### config.mk
export PLATFORM = sky130hd
export DESIGN_NAME = timer_loader_flat
export DESIGN_NICKNAME = d
export VERILOG_FILES = /design/src/rtl/timer_loader_if.sv /design/src/rtl/timer_loader.sv /design/src/flat_wrapper.sv
export SDC_FILE = /design/constraint.sdc
export NUM_CORES = 1
export LEC_CHECK = 0
export CORE_MARGIN = 8
export CORE_UTILIZATION = 44
export DETAILED_ROUTE_END_ITERATION = 7
export GPL_ROUTABILITY_DRIVEN = 0
export HOLD_SLACK_MARGIN = 0.02
export PLACE_DENSITY_LB_ADDON = 0.1
export SYNTH_ARGS = -nofsm -noshare
export SYNTH_HDL_FRONTEND = slang
export SYNTH_SLANG_ARGS = --single-unit
export TNS_END_PERCENT = 10
### constraint.sdc
create_clock -name clock -period 1.3 [get_ports clock]
set_input_delay 0.195 -clock clock [delete_from_list [all_inputs] [get_ports clock]]
set_output_delay 0.195 -clock clock [all_outputs]
set_load 0.02 [all_outputs]
### src/rtl/timer_loader_if.sv
// timer_loader_if: bundle between the keypad/timer side and timer_loader.
//   Keypad side : key_valid, key_code, start, stop (and door_open when
//                 TIMER_LOADER_DOOR_EN is defined)
//   Timer side  : zero (from timer); data, loadn, clrn, enable (to timer)
//   Status      : digits, busy, done, err
// Modports: master = the environment (keypad, buttons, timer),
//           slave  = timer_loader itself.
interface timer_loader_if;
  logic       key_valid;
  logic [3:0] key_code;
  logic       start;
  logic       stop;
  logic       zero;
`ifdef TIMER_LOADER_DOOR_EN
  logic       door_open;
`endif
  logic [3:0] data;
  logic       loadn;
  logic       clrn;
  logic       enable;
  logic [1:0] digits;
  logic       busy;
  logic       done;
  logic       err;

  modport master (
    output key_valid, key_code, start, stop, zero,
`ifdef TIMER_LOADER_DOOR_EN
    output door_open,
`endif
    input  data, loadn, clrn, enable, digits, busy, done, err
  );

  modport slave (
    input  key_valid, key_code, start, stop, zero,
`ifdef TIMER_LOADER_DOOR_EN
    input  door_open,
`endif
    output data, loadn, clrn, enable, digits, busy, done, err
  );
endinterface

### src/rtl/timer_loader.sv
// timer_loader: keypad front end for the countdown timer. Decimal keys are
// shifted into the timer through data/loadn; the block also drives the
// timer's clrn and enable and watches zero to close a run.
// Ports:
//   clock - timer clock
//   clr   - synchronous active-high reset
//   bus   - timer_loader_if.slave (keys, start/stop, timer load/control,
//           status outputs digits/busy/done/err)
// Optional build macro TIMER_LOADER_DOOR_EN adds bus.door_open: an open door
// pauses a run and refuses start.
// All outputs come straight from flops.
module timer_loader #(
  parameter int MAX_DIGITS = 3,
  parameter int MAX_TENS   = 5
) (
  input  logic           clock,
  input  logic           clr,
  timer_loader_if.slave  bus
);

  localparam logic [1:0] MAX_DIG_L  = 2'(MAX_DIGITS);
  localparam logic [3:0] MAX_TENS_L = 4'(MAX_TENS);

  typedef enum logic [1:0] {
    IDLE  = 2'd0,
    ENTRY = 2'd1,
    RUN   = 2'd2,
    PAUSE = 2'd3
  } state_t;

  state_t     state_r, state_s;
  logic [3:0] data_r, data_s;
  logic       loadn_r, loadn_s;
  logic       clrn_r, clrn_s;
  logic       enable_r, enable_s;
  logic [1:0] digits_r, digits_s;
  logic       busy_r, busy_s;
  logic       done_r, done_s;
  logic       err_r, err_s;
  // Shadow copy of what the timer holds, so start can be validated.
  logic [3:0] sh_mins_r, sh_mins_s;
  logic [3:0] sh_tens_r, sh_tens_s;
  logic [3:0] sh_ones_r, sh_ones_s;

  logic key_ok_s;
  logic entry_ok_s;
  logic door_s;

  assign key_ok_s   = bus.key_valid && (bus.key_code <= 4'd9);
  assign entry_ok_s = (sh_tens_r <= MAX_TENS_L) &&
                      ((sh_mins_r | sh_tens_r | sh_ones_r) != 4'd0);
`ifdef TIMER_LOADER_DOOR_EN
  assign door_s = bus.door_open;
`else
  assign door_s = 1'b0;
`endif

  // Next-state and next-output logic for the entry/run FSM.
  always_comb begin
    state_s   = state_r;
    data_s    = data_r;
    loadn_s   = 1'b1;
    clrn_s    = 1'b1;
    enable_s  = enable_r;
    digits_s  = digits_r;
    done_s    = 1'b0;
    err_s     = err_r;
    sh_mins_s = sh_mins_r;
    sh_tens_s = sh_tens_r;
    sh_ones_s = sh_ones_r;

    case (state_r)
      IDLE: begin
        enable_s = 1'b0;
        if (bus.start) begin
          // Nothing entered yet (digits is always 0 here).
          err_s = 1'b1;
        end else if (key_ok_s) begin
          data_s    = bus.key_code;
          loadn_s   = 1'b0;
          sh_mins_s = sh_tens_r;
          sh_tens_s = sh_ones_r;
          sh_ones_s = bus.key_code;
          digits_s  = digits_r + 2'd1;
          err_s     = 1'b0;
          state_s   = ENTRY;
        end else begin
          state_s = IDLE;
        end
      end

      ENTRY: begin
        // Priority: stop, then start, then key.
        if (bus.stop) begin
          clrn_s    = 1'b0;
          digits_s  = 2'd0;
          sh_mins_s = 4'd0;
          sh_tens_s = 4'd0;
          sh_ones_s = 4'd0;
          state_s   = IDLE;
        end else if (bus.start) begin
          if (door_s || !entry_ok_s) begin
            err_s = 1'b1;
          end else begin
            enable_s = 1'b1;
            state_s  = RUN;
          end
        end else if (key_ok_s) begin
          // Any legal key acknowledges a previous error, even when full.
          err_s = 1'b0;
          if (digits_r < MAX_DIG_L) begin
            data_s    = bus.key_code;
            loadn_s   = 1'b0;
            sh_mins_s = sh_tens_r;
            sh_tens_s = sh_ones_r;
            sh_ones_s = bus.key_code;
            digits_s  = digits_r + 2'd1;
          end else begin
            loadn_s = 1'b1;
          end
        end else begin
          state_s = ENTRY;
        end
      end

      RUN: begin
        // zero outranks door and stop so a finished run always reports done.
        if (bus.zero && enable_r) begin
          enable_s  = 1'b0;
          done_s    = 1'b1;
          digits_s  = 2'd0;
          sh_mins_s = 4'd0;
          sh_tens_s = 4'd0;
          sh_ones_s = 4'd0;
          state_s   = IDLE;
        end else if (door_s || bus.stop) begin
          enable_s = 1'b0;
          state_s  = PAUSE;
        end else begin
          enable_s = 1'b1;
        end
      end

      PAUSE: begin
        enable_s = 1'b0;
        if (bus.stop) begin
          clrn_s    = 1'b0;
          digits_s  = 2'd0;
          sh_mins_s = 4'd0;
          sh_tens_s = 4'd0;
          sh_ones_s = 4'd0;
          state_s   = IDLE;
        end else if (bus.start) begin
          if (door_s) begin
            err_s = 1'b1;
          end else begin
            enable_s = 1'b1;
            state_s  = RUN;
          end
        end else begin
          state_s = PAUSE;
        end
      end

      default: begin
        enable_s = 1'b0;
        state_s  = IDLE;
      end
    endcase

    busy_s = (state_s == RUN);
  end

  // State and output registers; clr forces the post-reset clear pulse.
  always_ff @(posedge clock) begin
    if (clr) begin
      state_r   <= IDLE;
      data_r    <= 4'd0;
      loadn_r   <= 1'b1;
      clrn_r    <= 1'b0;
      enable_r  <= 1'b0;
      digits_r  <= 2'd0;
      busy_r    <= 1'b0;
      done_r    <= 1'b0;
      err_r     <= 1'b0;
      sh_mins_r <= 4'd0;
      sh_tens_r <= 4'd0;
      sh_ones_r <= 4'd0;
    end else begin
      state_r   <= state_s;
      data_r    <= data_s;
      loadn_r   <= loadn_s;
      clrn_r    <= clrn_s;
      enable_r  <= enable_s;
      digits_r  <= digits_s;
      busy_r    <= busy_s;
      done_r    <= done_s;
      err_r     <= err_s;
      sh_mins_r <= sh_mins_s;
      sh_tens_r <= sh_tens_s;
      sh_ones_r <= sh_ones_s;
    end
  end

  assign bus.data   = data_r;
  assign bus.loadn  = loadn_r;
  assign bus.clrn   = clrn_r;
  assign bus.enable = enable_r;
  assign bus.digits = digits_r;
  assign bus.busy   = busy_r;
  assign bus.done   = done_r;
  assign bus.err    = err_r;

endmodule

### src/flat_wrapper.sv
// flat-port wrapper written by rule: the top's interface ports become plain ports
module timer_loader_flat 
#(
  parameter int MAX_DIGITS = 3,
  parameter int MAX_TENS   = 5
)
  (clock, clr, bus_key_valid, bus_key_code, bus_start, bus_stop, bus_zero, bus_data, bus_loadn, bus_clrn, bus_enable, bus_digits, bus_busy, bus_done, bus_err);
  timer_loader_if bus_i ();
  input  logic clock;
  input  logic clr;
  input wire logic [$bits(bus_i.key_valid)-1:0] bus_key_valid;
  input wire logic [$bits(bus_i.key_code)-1:0] bus_key_code;
  input wire logic [$bits(bus_i.start)-1:0] bus_start;
  input wire logic [$bits(bus_i.stop)-1:0] bus_stop;
  input wire logic [$bits(bus_i.zero)-1:0] bus_zero;
  output wire logic [$bits(bus_i.data)-1:0] bus_data;
  output wire logic [$bits(bus_i.loadn)-1:0] bus_loadn;
  output wire logic [$bits(bus_i.clrn)-1:0] bus_clrn;
  output wire logic [$bits(bus_i.enable)-1:0] bus_enable;
  output wire logic [$bits(bus_i.digits)-1:0] bus_digits;
  output wire logic [$bits(bus_i.busy)-1:0] bus_busy;
  output wire logic [$bits(bus_i.done)-1:0] bus_done;
  output wire logic [$bits(bus_i.err)-1:0] bus_err;
  assign bus_i.key_valid = bus_key_valid;
  assign bus_i.key_code = bus_key_code;
  assign bus_i.start = bus_start;
  assign bus_i.stop = bus_stop;
  assign bus_i.zero = bus_zero;
  assign bus_data = bus_i.data;
  assign bus_loadn = bus_i.loadn;
  assign bus_clrn = bus_i.clrn;
  assign bus_enable = bus_i.enable;
  assign bus_digits = bus_i.digits;
  assign bus_busy = bus_i.busy;
  assign bus_done = bus_i.done;
  assign bus_err = bus_i.err;
  timer_loader #(.MAX_DIGITS(MAX_DIGITS), .MAX_TENS(MAX_TENS)) u_core (.clock(clock), .clr(clr), .bus(bus_i));
endmodule
==> results_dict.tcl <==
set metrics [dict create \
    detail_route.wl_per_cell_um 17.2 \
    die_area_um2 4220 \
    ys_async_sr_fraction_pct 0 \
    synth_nets 112 \
    worstSkewPairLatency_ps 330 \
    drt_pass1_iterations 4 \
    grt_start_max_net_pins 16 \
    floorplan.io_pins 22 \
    yosys_register_bits 26 \
    synth_area_per_cell_um2 10.5 \
    grt_overflow_total 0 \
    min_period_ps 1460 \
    synthDistinctLibCells 41 \
    power.density_cell_area_nw_per_um2 954 \
    vias 1058 \
    detail_route.vias_per_cell 5.72 \
    stdcell_area_um2 1720 \
    max_freq_ghz 0.685 \
    setup.worst_path.class "flip-flop to flip-flop" \
    critical-path-max-stage-delay_ps 450 \
    timing.final.ws_setup_ps -160 \
    die_x_um 65.0 \
    most_used_flip_flop_cell_after_synthesis "sky130_fd_sc_hd__dfxtp_1" \
    post-route-drc-count 0 \
    hold-worst-slack_ps 511 \
    place_inst 179 \
    detailedRoute.firstIterationViolations 79 \
    setup-tns-final_ps -1850 \
    violations "setup timing" \
    final.period_utilization_pct 112 \
    yosysWarningCount 0 \
    synthesis.instances 101 \
    outcome "finished, violations left" \
    tritoncts_clock_tree "done" \
    setup_viol_count_final 19 \
    pins_over_slew_limit 0 \
    total_routed_length_um 3190 \
    cp-end-kind "flip-flop" \
    place.detailed.hpwl_um 2190 \
    finish.net_count 169 \
    grt_pass1_wl_um 4840 \
    clock_tree.htree_level_count 1 \
    cap_viol_max_count 0 \
    final_layout_size_suffix_gt1_share_pct 42.0 \
    slowest_stage_cell_cp "sky130_fd_sc_hd__o311a_2" \
    mappedNetlistArea_um2 1060 \
    grt_util_all_layers_pct 14.3 \
    io_buffer_count 21 \
    clock_tree.root_cell "sky130_fd_sc_hd__clkbuf_4" \
    path_cells "ha_4 -> and2_4 -> o311a_2 -> a22o_1" \
    critical_path_arrival_ps 1690 \
    clkSinkCount 26 \
    cp_data_required_time_ps 1530 \
    count_of_flip_flops_with_a_built_in_enable_after_synthesis 0 \
    clock_tree.buffer_depth 2 \
    worst-slew-pin-transition_ps 310 \
    clk_transition_reported_paths_ps 150 \
    drt.antenna.violating_nets 0 \
    finClkSkew_ps 9.16 \
    syn_to_final_growth_pct 63.0 \
    layoutNonFillerInstCount 185 \
    timing.critical_path.fanout_max 7 \
    start_kind "flip-flop" \
    die_h_um 65.0 \
    cts-buffers-inserted 3 \
    postPlaceCellArea_um2 1570 \
    reg2reg_slack_ps -160 \
    timing.slew.headroom_pct 79.3 \
    unrepaired_setup_endpoints_after_global_routing "yes" \
    timing.hold.worst.class "flip-flop to flip-flop" \
    diodes 0 \
    number_of_antenna_violations_at_the_first_check_in_global_routing 0 \
    seq_area_frac_synth_pct 49.3 \
    rows 17 \
    leakagePower_nw 0.782 \
    initial_utilization_pct 47.3 \
    hold_violations 0 \
    postCtsHoldBufs 0 \
    postLayoutCoreUtil_pct 77.1 \
    peakVddDrop_mv 0.800 \
    grt_pass1_vias 1038 \
    floorplan.core_area_um2 2230 \
]
[logic make-up after synthesis]
logic type,count (synthesis),share of synthesized area [%]
AOI/OAI and AO/OA,31,23.6
and+or+nand+nor,30,17.1
DFF,26,49.3
buffers and inverters,8,4.03
muxes,5,4.86
adders and majority gates,1,1.18
[routing by layer]
metal	global-route usage, %	wire [µm]
met5	0	0
met4	7.90	108
met3	3.78	183
met2	24.2	1540
met1	15.8	1350
[synthesized netlist by cell type, drive strengths merged (2+ instances only)]
cell type / n / area, µm²
a22o: 13 / 114
a31oi: 2 / 12.5
and2: 3 / 18.8
buf: 3 / 23.8
clkbuf: 2 / 7.51
dfxtp: 26 / 521
inv: 3 / 11.3
mux2i: 4 / 40.0
nand2: 5 / 21.3
nor2: 8 / 40.0
nor3b: 2 / 15.0
nor4: 2 / 12.5
o21ai: 6 / 30.0
[cell usage in the layout (no fill, tap or decap), drive strengths merged, types with 3 or more instances in the layout]
cell / n
nand2: 5
buf: 36
a22o: 13
clkdlybuf4s50: 9
dfxtp: 26
dlygate4sd2: 9
mux2i: 4
inv: 3
o21ai: 6
and2: 3
nor2: 8
clkbuf: 5
[timing repair]
item | in CTS | in global routing
buffers inserted | 0 | 1
gates resized for setup | 29 | 13
pin swaps | 6 | 5
setup endpoints to repair | 33 | 27
gates cloned | 0 | 1
[worst max-delay path: cells and delay by family (launching register included)]
kind / cells / cell delay (ps)
compound gates: 2 / 660
fa+ha+maj: 1 / 160
simple gates: 1 / 160
flops: 1 / 380
[state kept, by name, summed over array words and instances, names as in the netlist]
signal / count
u_core.sh_tens_r: 4
u_core.sh_mins_r: 4
u_core.bus.data: 4
u_core.state_r: 2
u_core.bus.digits: 2
u_core.bus.busy: 1
u_core.bus.err: 1
u_core.bus.enable: 1
u_core.sh_ones_r: 4
u_core.bus.loadn: 1
u_core.bus.clrn: 1
u_core.bus.done: 1
[cell type report]
class / count / area (µm²)
multi-input cells: 68 / 634
flip-flops and latches: 26 / 529
fillers: 169 / 512
repair buffers: 56 / 464
clock buffers: 4 / 47.5
well taps: 28 / 35.0
inverters: 3 / 11.3
[report_power, final]
group / internal, mW / total (mW) / switching, mW
logic: 0.161 / 0.311 / 0.150
clock network: 0.235 / 0.486 / 0.251
registers: 0.824 / 0.846 / 0.0222
[through the flow]
stage	setup slack [ps]	power, mW
final	-160	1.64
after global routing	-181	1.71
after CTS	-139	1.63
after detailed placement	-517	1.14
after global placement	-445	1.13
after floorplan	-98.4	0.987
[worst paths after layout]
kind / startpoint / to / cells past startpoint
setup reg to reg: u_core.bus.digits[0] / u_core.sh_ones_r[0] / 4
setup / recovery: u_core.bus.digits[0] / u_core.sh_ones_r[0] / 4
hold reg to reg: u_core.bus.data[2] / u_core.bus.data[2] / 2
hold / removal: u_core.bus.data[2] / u_core.bus.data[2] / 2
Note: power is estimated with default switching activity, not from simulation.
==> patch 1 (config.mk and constraints unchanged) <==
Register the input `clr` before use. The logic sees it one clock later. The other inputs are not delayed to match.
--- a/src/rtl/timer_loader.sv
+++ b/src/rtl/timer_loader.sv
@@ -28,4 +28,10 @@
     PAUSE = 2'd3
   } state_t;
+
+  logic clr_q;
+
+  always_ff @(posedge clock) begin
+    clr_q <= clr;
+  end
 
   state_t     state_r, state_s;
@@ -174,5 +180,5 @@
   // State and output registers; clr forces the post-reset clear pulse.
   always_ff @(posedge clock) begin
-    if (clr) begin
+    if (clr_q) begin
       state_r   <= IDLE;
       data_r    <= 4'd0;
Formal check against the unedited RTL: not equivalent (a bounded check fails within 4 cycles, from zero or initial values).
==> patch 1 against the original RTL <==
The flow still finishes with violations (negative setup slack). Largest power group unchanged. Sequential cell count rose by 1. Routed wire length grew 3.8%. Area after synthesis rose by 12%. Clock power is 26% lower. Count of clock-buffer cells in the layout is the same. Power is 5.5% lower. Cell area grew 4.4%. Setup slack improved by 0.056 ns. Via count is 11% higher. Hold slack worse by 0.33 ns. Critical path type unchanged. Critical path depth up 2.
==> patch 1: results <==
group,metric,value,unit
outcome,status,"finished, violations left",
outcome,violations,"negative setup slack",
placement,dpl_cell_area,1550,sq um
cells_and_area,drive_above_1_share,38.3,%
clock_network,clk_path_buf_depth,2,
timing,relSlewSlack,73.9,%
pwr,leakage,0.715,nW
worst_setup_path,critPathMaxStageDelay,0.39,ns
cells_and_area,area.sequential,549,sq um
pwr,irDropWorstVdd,0.785,mV
detailed_routing,viasPerCell,5.54,
clock_network,cts_resized,21,
synth,synth_edf_count,0,
detailed_routing,wirelength,3.31,mm
timing,setup_ws,-0.103,ns
worst_setup_path,slowest_stage,"dfxtp_4",
cells_and_area,num-nets-final,195,
synth,seq_area_frac_synth,45.8,%
cells_and_area,fin_cells,213,
global_route,grt_max_degree,19,
synth,synth_common_cells,"27 x dfxtp_1, 24 x a21oi_1, 20 x nand2_1",
timing,final-setup-viol-count,19,
cells_and_area,nFillCells,192,
synth,synthDistinctLibCells,37,
synth,syn-num-nets,147,
timing,tns,-1.24,ns
placement,dp_slack,-0.485,ns
global_route,grt_pass1_wl,4.52,mm
global_route,first_global_vias,1090,
synth,synth_area_leaders,"dfxtp_1 46%, a21oi_1 10%, nand2_1 6.4%",
hold_path,hold_class,"input pin to register",
timing,hold_ws,0.180,ns
synth,avgSynthCellArea,8.68,sq um
placement,dp_hpwl,2.05,mm
global_route,grt_use_total,12.2,%
timing,clock_skew,0.00579,ns
[patch 1: routing by layer]
layer / part of all wire [%] / vias to the layer above / global-route usage, % / wire (um)
met5: 0 / - / 0 / 0
li1: - / 579 / - / -
met3: 6.1 / 6 / 2.65 / 203
met2: 50 / 39 / 22.0 / 1660
met4: 1.2 / 0 / 4.86 / 39
met1: 42 / 555 / 13.6 / 1400
[patch 1: kinds of logic (layout without fill, tap and decap cells)]
group	after synthesis	after routing	synth area share, %
flip-flops	27	27	45.8
adder cells (fa/ha/maj)	1	1	1.06
buffers and inverters	12	58	6.36
AND/OR/NAND/NOR	42	42	19.2
AO/OA/AOI/OAI	54	55	27.6
[patch 1: worst paths after layout]
check                                   startpoint                   to  depth (start not counted)
worst max-delay path             u_core.state_r[1]  u_core.sh_tens_r[2]                          6
worst min-delay path                      bus_stop      u_core.bus.clrn                          2
worst max register to register   u_core.state_r[1]  u_core.sh_tens_r[2]                          6
worst min register to register  u_core.bus.data[0]   u_core.bus.data[0]                          2
[patch 1: area by class of cell]
cell class / instances / area share, %
multi-input cells: 98 / 40.0
flip-flops and latches: 27 / 30.6
repair buffers: 52 / 25.4
well taps: 30 / 2.09
clock buffers: 4 / 1.46
inverters: 2 / 0.418
[patch 1: worst max-delay path, delay by kind of cell (launching register included)]
kind            cells  cell delay (ns)
flops               1             0.39
buf+inv             2             0.32
simple gates        1             0.29
compound gates      3             0.31
[patch 1: power breakdown]
group | total, W | internal (W) | switching, W
clock network | 0.000362 | 0.000120 | 0.000242
registers | 0.000870 | 0.000851 | 0.0000198
logic | 0.000321 | 0.000157 | 0.000164
==> patch 2 (config.mk and constraints unchanged) <==
Without the edit above. The 4 states of `state_t` get a Gray code encoding in 2 bits.
--- a/src/rtl/timer_loader.sv
+++ b/src/rtl/timer_loader.sv
@@ -23,8 +23,8 @@
 
   typedef enum logic [1:0] {
-    IDLE  = 2'd0,
-    ENTRY = 2'd1,
-    RUN   = 2'd2,
-    PAUSE = 2'd3
+    IDLE  = 2'b00,
+    ENTRY = 2'b01,
+    RUN   = 2'b11,
+    PAUSE = 2'b10
   } state_t;
 
Check against the original RTL: no difference found for any inputs over 4 cycles, from zero or initial values; so few cycles prove little.
==> patch 2 against the original RTL <==
The run still ends with negative setup slack left. Power rose by 10%. Sequential share of layout area fell by 5.7 points. Largest cell class unchanged. Sequential cell count did not move. Largest power group unchanged. Setup slack got worse by 0.20 ns. Cell count rose by 35%. Routed wire length rose by 15%. Area after synthesis rose by 34%. Cell area rose by 23%. Critical path type unchanged.
==> patch 2: results <==
group,metric,value,unit
global_route,grt_use_total,13.8,%
timing,tns,-5.19,ns
timing,hold_ws,0.445,ns
floorplan,nWellTaps,44,
worst_setup_path,slowest_stage,"or4_1",
outcome,violations,"negative setup slack",
synth,syn-num-nets,164,
global_route,grt_max_degree,17,
synth,seq_area_frac_synth,36.8,%
timing,setup_ws,-0.355,ns
cells_and_area,num-nets-final,223,
cells_and_area,fin_cells,250,
detailed_routing,wl_per_cell,14.7,um
pwr,switching_share,25.5,%
hold_path,whs_path_depth,3,
outcome,status,"finished, violations left",
global_route,first_global_vias,1374,
timing,relSlewSlack,75.0,%
pwr,combinationalPowerShare,22.3,%
cells_and_area,signal_buffers,62,
cells_and_area,final-clk-cell-share,2.49,%
cells_and_area,inverters_excl_clock,5,
cells_and_area,drive_above_1_share,36.4,%
cells_and_area,multi_input_area_share,44.2,%
cells_and_area,seq_share,25.0,%
placement,dp_hpwl,2.72,mm
placement,placed_cells,244,
timing,final-setup-viol-count,24,
worst_setup_path,path_max_fanout,3,
[patch 2: cell families (layout without fill, tap and decap cells)]
logic type,Yosys count,in the layout,share of synthesized area [%]
AO/OA/AOI/OAI,24,24,15.0
AND/OR/NAND/NOR,60,60,24.1
multiplexers,19,19,13.4
buffers and inverters,13,71,5.30
flip-flops,26,26,36.8
adder cells (fa/ha/maj),6,6,5.30
[patch 2: how the worst max path moves through the flow]
stage	to	slack, ns
5_1_grt	u_core.bus.busy	-0.40
4_1_cts	u_core.bus.busy	-0.33
2_1_floorplan	u_core.bus.busy	-0.29
6_report	u_core.bus.busy	-0.36
3_3_place_gp	u_core.bus.busy	-0.38
3_5_place_dp	u_core.state_r[1]	-0.47
[patch 2: repair_timing]
item,in CTS,in global routing
setup buffers,2,0
setup endpoints to repair,36,28
gates resized for setup,28,15
pin swaps,4,7
[patch 2: per-layer routing]
layer / share of wire [%] / GRT usage [%]
met3: 3.5 / 2.47
met5: 0 / 0
met1: 42 / 14.7
met4: 3.0 / 7.78
met2: 51 / 25.0
